### config.mk
export PLATFORM = sky130hd
export DESIGN_NAME = fixed_div_unit
export DESIGN_NICKNAME = d
export VERILOG_FILES = /design/src/rtl/fixed_div_pkg.sv /design/src/rtl/fixed_div_unit.sv
export SDC_FILE = /design/constraint.sdc
export NUM_CORES = 1
export LEC_CHECK = 0
export ABC_AREA = 1
export CAP_MARGIN = 20
export CORE_UTILIZATION = 35
export CTS_BUF_LIST = sky130_fd_sc_hd__clkbuf_16
export DETAILED_ROUTE_END_ITERATION = 8
export PLACE_DENSITY = 0.63
export SETUP_SLACK_MARGIN = 0.5
export SLEW_MARGIN = 40
export SYNTH_ARGS = -nofsm -noshare
export SYNTH_HDL_FRONTEND = slang
export SYNTH_SLANG_ARGS = --single-unit
export TNS_END_PERCENT = 10
### constraint.sdc
create_clock -name Clk -period 1.57 [get_ports Clk]
set_input_delay 0.2355 -clock Clk [delete_from_list [all_inputs] [get_ports Clk]]
set_output_delay 0.2355 -clock Clk [all_outputs]
set_load 0.01 [all_outputs]
### src/rtl/fixed_div_pkg.sv
// fixed_div_pkg: shared types and constants for the fixed-point divider
package fixed_div_pkg;
  localparam int DEF_DW = 16;
  localparam int DEF_VW = 8;
  localparam logic [15:0] SAT_POS = 16'h7FFF;
  localparam logic [15:0] SAT_NEG = 16'h8000;
  typedef enum logic [1:0] {IDLE, DIV, FIN} state_e;
endpackage

### src/rtl/fixed_div_unit.sv
// fixed_div_unit: multicycle signed 8.8 by unsigned integer restoring divider, truncating toward zero
module fixed_div_unit
  import fixed_div_pkg::*;
#(
  parameter int DW = DEF_DW,
  parameter int VW = DEF_VW
) (
  input  logic          Clk,
  input  logic          Reset,
  input  logic          Start,
  input  logic [DW-1:0] Dividend,
  input  logic [VW-1:0] Divisor,
  output logic          Busy,
  output logic          Done,
  output logic [DW-1:0] Quotient,
  output logic          DivByZero
);
  localparam int CW = $clog2(DW);
  state_e state_q, state_d;
  logic [DW-1:0] mag_q, mag_d, quo_q, quo_d, res_q, res_d;
  logic [VW-1:0] div_q, div_d, rem_q, rem_d;
  logic [CW-1:0] cnt_q, cnt_d;
  logic sign_q, sign_d, zdiv_q, zdiv_d, dbz_q, dbz_d, done_q, done_d;
  logic [VW:0] rem_sh;
  logic ge;
  assign Busy = state_q != IDLE;
  assign Done = done_q;
  assign Quotient = res_q;
  assign DivByZero = dbz_q;
  // State and datapath registers; reset abandons any operation in flight
  always_ff @(posedge Clk or negedge Reset) begin
    if (!Reset) begin
      state_q <= IDLE;
      mag_q   <= '0;
      quo_q   <= '0;
      res_q   <= '0;
      div_q   <= '0;
      rem_q   <= '0;
      cnt_q   <= '0;
      sign_q  <= 1'b0;
      zdiv_q  <= 1'b0;
      dbz_q   <= 1'b0;
      done_q  <= 1'b0;
    end else begin
      state_q <= state_d;
      mag_q   <= mag_d;
      quo_q   <= quo_d;
      res_q   <= res_d;
      div_q   <= div_d;
      rem_q   <= rem_d;
      cnt_q   <= cnt_d;
      sign_q  <= sign_d;
      zdiv_q  <= zdiv_d;
      dbz_q   <= dbz_d;
      done_q  <= done_d;
    end
  end
  // Next state: accept in IDLE, one restoring step per DIV cycle, sign-fix and publish in FIN
  always_comb begin
    state_d = state_q;
    mag_d   = mag_q;
    quo_d   = quo_q;
    res_d   = res_q;
    div_d   = div_q;
    rem_d   = rem_q;
    cnt_d   = cnt_q;
    sign_d  = sign_q;
    zdiv_d  = zdiv_q;
    dbz_d   = dbz_q;
    done_d  = 1'b0;
    rem_sh  = {rem_q, mag_q[DW-1]};
    ge      = rem_sh >= {1'b0, div_q};
    case (state_q)
      IDLE: if (Start) begin
        sign_d  = Dividend[DW-1];
        mag_d   = Dividend[DW-1] ? -Dividend : Dividend;
        div_d   = Divisor;
        rem_d   = '0;
        quo_d   = '0;
        cnt_d   = '0;
        zdiv_d  = Divisor == '0;
        state_d = Divisor == '0 ? FIN : DIV;
      end
      DIV: begin
        rem_d   = VW'(ge ? rem_sh - {1'b0, div_q} : rem_sh);
        quo_d   = {quo_q[DW-2:0], ge};
        mag_d   = mag_q << 1;
        cnt_d   = cnt_q + 1'b1;
        state_d = cnt_q == CW'(DW - 1) ? FIN : DIV;
      end
      FIN: begin
        res_d   = zdiv_q ? (sign_q ? SAT_NEG : SAT_POS) : (sign_q ? -quo_q : quo_q);
        dbz_d   = zdiv_q;
        done_d  = 1'b1;
        state_d = IDLE;
      end
      default: state_d = IDLE;
    endcase
  end
endmodule

==> impl_results.rst <==
.. list-table::
   :header-rows: 1

   * - Metric
     - Value
   * - Category of the worst setup path launch point
     - flop
   * - Number of CTS-inserted buffers
     - 9
   * - Half-perimeter wire length after detailed placement
     - 8160 um
   * - Pin count of the biggest net entering global routing
     - 34
   * - HP Class
     - in -> async
   * - Most used cell, CP
     - nand2_1
   * - Worst-case vdd ir drop
     - 1090 uV
   * - Sequential standard cell area
     - 1850 sq um
   * - Register bit count reported by yosys
     - 74
   * - Number of slew-limit violations in the final report
     - 0
   * - CTS tree
     - yes
   * - Setup_tns
     - -0.593 ns
   * - Clock Power Share
     - 13.7%
   * - Sequential-to-total area share from yosys stat
     - 41.9%
   * - Total I/O pin count
     - 46
   * - Site Rows
     - 40
   * - Remaining design rule violation count
     - 0
   * - Antenna Violating Nets Remaining
     - 0
   * - First drt pass iteration count
     - 4
   * - Iter 0 DRT Violations
     - 222
   * - Placed inst area
     - 5590 sq um
   * - Most frequent standard cell in the layout excluding fill and tap cells
     - nand2_1
   * - Worst-skew pair later-pin latency
     - 0.35 ns
   * - Master of the slowest instance on the critical path
     - dfrtp_1
   * - Largest fanout of any net on the critical path
     - 5
   * - Chip Width
     - 114 um
   * - Antenna fix cells
     - 0
   * - # H-tree levels
     - 3
   * - Setup crit end kind
     - flop
   * - Number of warnings issued by yosys
     - 0
   * - Synthesized netlist net count
     - 653
   * - Switching power total
     - 6.91 mW
   * - Via/cell ratio
     - 4.95
   * - Vias in the first global route
     - 4293
   * - Final clock skew
     - 0.00797 ns
   * - Die Span Y
     - 114 um
   * - Post-layout net count
     - 765
   * - Filler instances
     - 1140
   * - Net switching share of the total power
     - 44.9%
   * - Worst rel slew slack
     - 69.4%
   * - CTS root buffer
     - clkbuf_16
   * - Vias
     - 4447
   * - Failing checks
     - negative setup slack
   * - Final setup vio count
     - 8
   * - Number of buffers between clock root and the deepest sink
     - 2
   * - Final RePlAce weighted congestion
     - 0.877
   * - Highest-count cells in the layout ignoring fill and taps
     - nand2_1, dfrtp_1, buf_4
   * - Portion of the clock cycle consumed by the worst path in the final layout
     - 107%
   * - Wire length of the first global-routing pass
     - 20200 um
   * - Number of port buffers
     - 45
   * - Clock net sink count
     - 74
   * - Min Clock Period, post-route
     - 1.67 ns
   * - Worst endpoint required time
     - 1.81 ns
   * - Arr. time, crit path
     - 1.91 ns
   * - Internal cell power
     - 8.46 mW
   * - Clock transition at path regs
     - 0.06 ns
   * - Unrepaired setup endpoints after global routing
     - yes
   * - Share of cells above drive strength 1
     - 36.7%
   * - Cells after DPL
     - 870
   * - Netlist area before placement
     - 4420 sq um
   * - DIE AREA
     - 13100 sq um
   * - Standby leakage power
     - 3.24 nW
   * - Cell chain of the critical path
     - ha_4 > nand2_4 > nor2_4 > nand3_2 > nand4_4 > buf_6 > nand2_1 > nand3_1 > nand2_1
   * - Average cell area after synthesis
     - 7.20 sq um
   * - Initial Utilization
     - 36.3%
   * - Number of antenna violations at the first check in global routing
     - 0
   * - Slack of the worst reg-to-reg path
     - -0.10 ns
   * - Design area
     - 6590 sq um
   * - Min Hold Slack
     - 0.327 ns
   * - Setup CP Type
     - reg -> reg
   * - Final hold violations
     - 0
   * - # Max-Cap Violations
     - 0
   * - Combined area of the multi-input logic cells
     - 2860 sq um
   * - Fin cells
     - 899
   * - Final routed wirelength across all metal layers
     - 12000 um
   * - Transition at the pin with the smallest max-transition slack
     - 0.454 ns
   * - Number of distinct library cell variants in the gate-level netlist after synthesis
     - 40
   * - Timing-limited maximum frequency
     - 0.597 GHz
   * - Gr ovfl total
     - 0
   * - Final routed wire length divided by cell count
     - 13.4 um
   * - Post-place setup slack
     - -0.286 ns
   * - P&R area growth vs syn
     - 49.1%
   * - Delay of the slowest cell on the worst path
     - 0.43 ns
   * - Setup ws final
     - -0.104 ns
   * - Relative contribution of sequential cells to total power
     - 22.5%
   * - Cells after synthesis
     - 614
   * - Total global routing track utilization
     - 19.5%
   * - Total power density per cell area
     - 2330 nW/um^2
   * - Share of power burned in combinational logic
     - 63.8%
   * - Status
     - complete, but fails checks
   * - Core Box Area
     - 12200 sq um
==> synthesized netlist by cell type, drive strengths merged <==
master | instances | area (sq um)
buf | 14 | 77.6
or2 | 2 | 12.5
clkbuf | 5 | 18.8
o21bai | 1 | 7.51
nand3 | 67 | 358
nor4 | 1 | 6.26
inv | 80 | 300
a211oi | 1 | 7.51
a22o | 1 | 8.76
nand4 | 10 | 68.8
fa | 1 | 20.0
xnor2 | 2 | 17.5
nor3 | 4 | 20.0
dfrtp | 74 | 1850
a21oi | 22 | 118
xor2 | 5 | 43.8
ha | 11 | 138
o221ai | 2 | 17.5
nand3b | 1 | 7.51
o22ai | 17 | 106
nand2 | 198 | 768
nor2 | 52 | 205
and2 | 1 | 8.76
o21ai | 35 | 179
o31ai | 2 | 15.0
o211ai | 5 | 37.5
==> flip-flops by register name, summed over array words and instances (netlist names) <==
register,count
rem_q,8
DivByZero,1
quo_q,16
mag_q,16
sign_q,1
Quotient,16
div_q,8
cnt_q,4
zdiv_q,1
state_q,2
Done,1
==> power by group through the flow <==
stage	combinational, mW	sequential (mW)	clock, mW
2_1_floorplan	5.17	3.39	0
3_5_place_dp	7.72	3.41	0
3_3_place_gp	7.52	3.38	0
4_1_cts	8.94	3.44	2.15
6_report	9.81	3.46	2.10
5_1_grt	10.9	3.56	2.24
==> worst max-delay path: cells and delay by family, from the launching register on <==
kind | cells | cell delay (ns)
and+or+nand+nor | 7 | 0.66
DFF | 1 | 0.43
adders and majority gates | 1 | 0.33
buffers and inverters | 1 | 0.13
==> final timing paths <==
check                                         from                       to  cells past startpoint
max in group asynchronous                    Reset  Quotient[1]$_DFFE_PN0P_                      3
hold / removal                               Reset    quo_q[13]$_DFFE_PN0P_                      2
setup / recovery              rem_q[5]$_DFFE_PN0P_     rem_q[0]$_DFFE_PN0P_                      9
min in group Clk                      Dividend[10]    mag_q[15]$_DFFE_PN0P_                      4
setup reg to reg              rem_q[5]$_DFFE_PN0P_     rem_q[0]$_DFFE_PN0P_                      9
hold reg to reg            Quotient[7]$_DFFE_PN0P_  Quotient[7]$_DFFE_PN0P_                      2
==> final cells by class <==
| type | count | area share, % |
|---|---|---|
| clock buffer | 9 | 3.42 |
| clock inverter | 7 | 1.20 |
| inverter | 80 | 4.88 |
| multi-input combinational | 441 | 43.5 |
| sequential | 74 | 28.1 |
| tap | 168 | 3.19 |
| timing repair buffer | 120 | 15.7 |
==> kinds of logic (layout without fill, tap and decap cells) <==
group | after synthesis | count (layout) | synth area share (%)
XOR/XNOR | 7 | 7 | 1.39
adder cells (fa/ha/maj) | 12 | 12 | 3.57
AO/OA/AOI/OAI | 86 | 86 | 11.2
flip-flops | 74 | 74 | 41.9
buffers and inverters | 99 | 216 | 8.98
AND/OR/NAND/NOR | 336 | 336 | 32.9
==> metal layers <==
metal | vias to the layer above | track usage, % | share of wire, %
li1 | 2213 | - | -
met1 | 2119 | 24.7 | 46
met2 | 98 | 32.3 | 48
met3 | 17 | 5.13 | 4.1
met4 | 0 | 6.23 | 1.7
met5 | - | 0 | 0
==> through the flow <==
| stage | power [mW] | utilization, % |
|---|---|---|
| after global routing | 16.6 | 54.2 |
| final | 15.4 | 54.2 |
| after global placement | 10.9 | 46.0 |
| after CTS | 14.5 | 52.0 |
| after floorplan | 8.57 | - |
| after detailed placement | 11.1 | 46.0 |
==> what timing repair did <==
item / in CTS / in global routing
setup endpoints to repair: 92 / 92
hold endpoints to repair: 10 / 0
hold buffers: 1 / 0
gates resized for setup: 209 / 73
setup buffers: 8 / 4
pin swaps: 67 / 60
No activity file was read; power rests on OpenSTA's default activity.
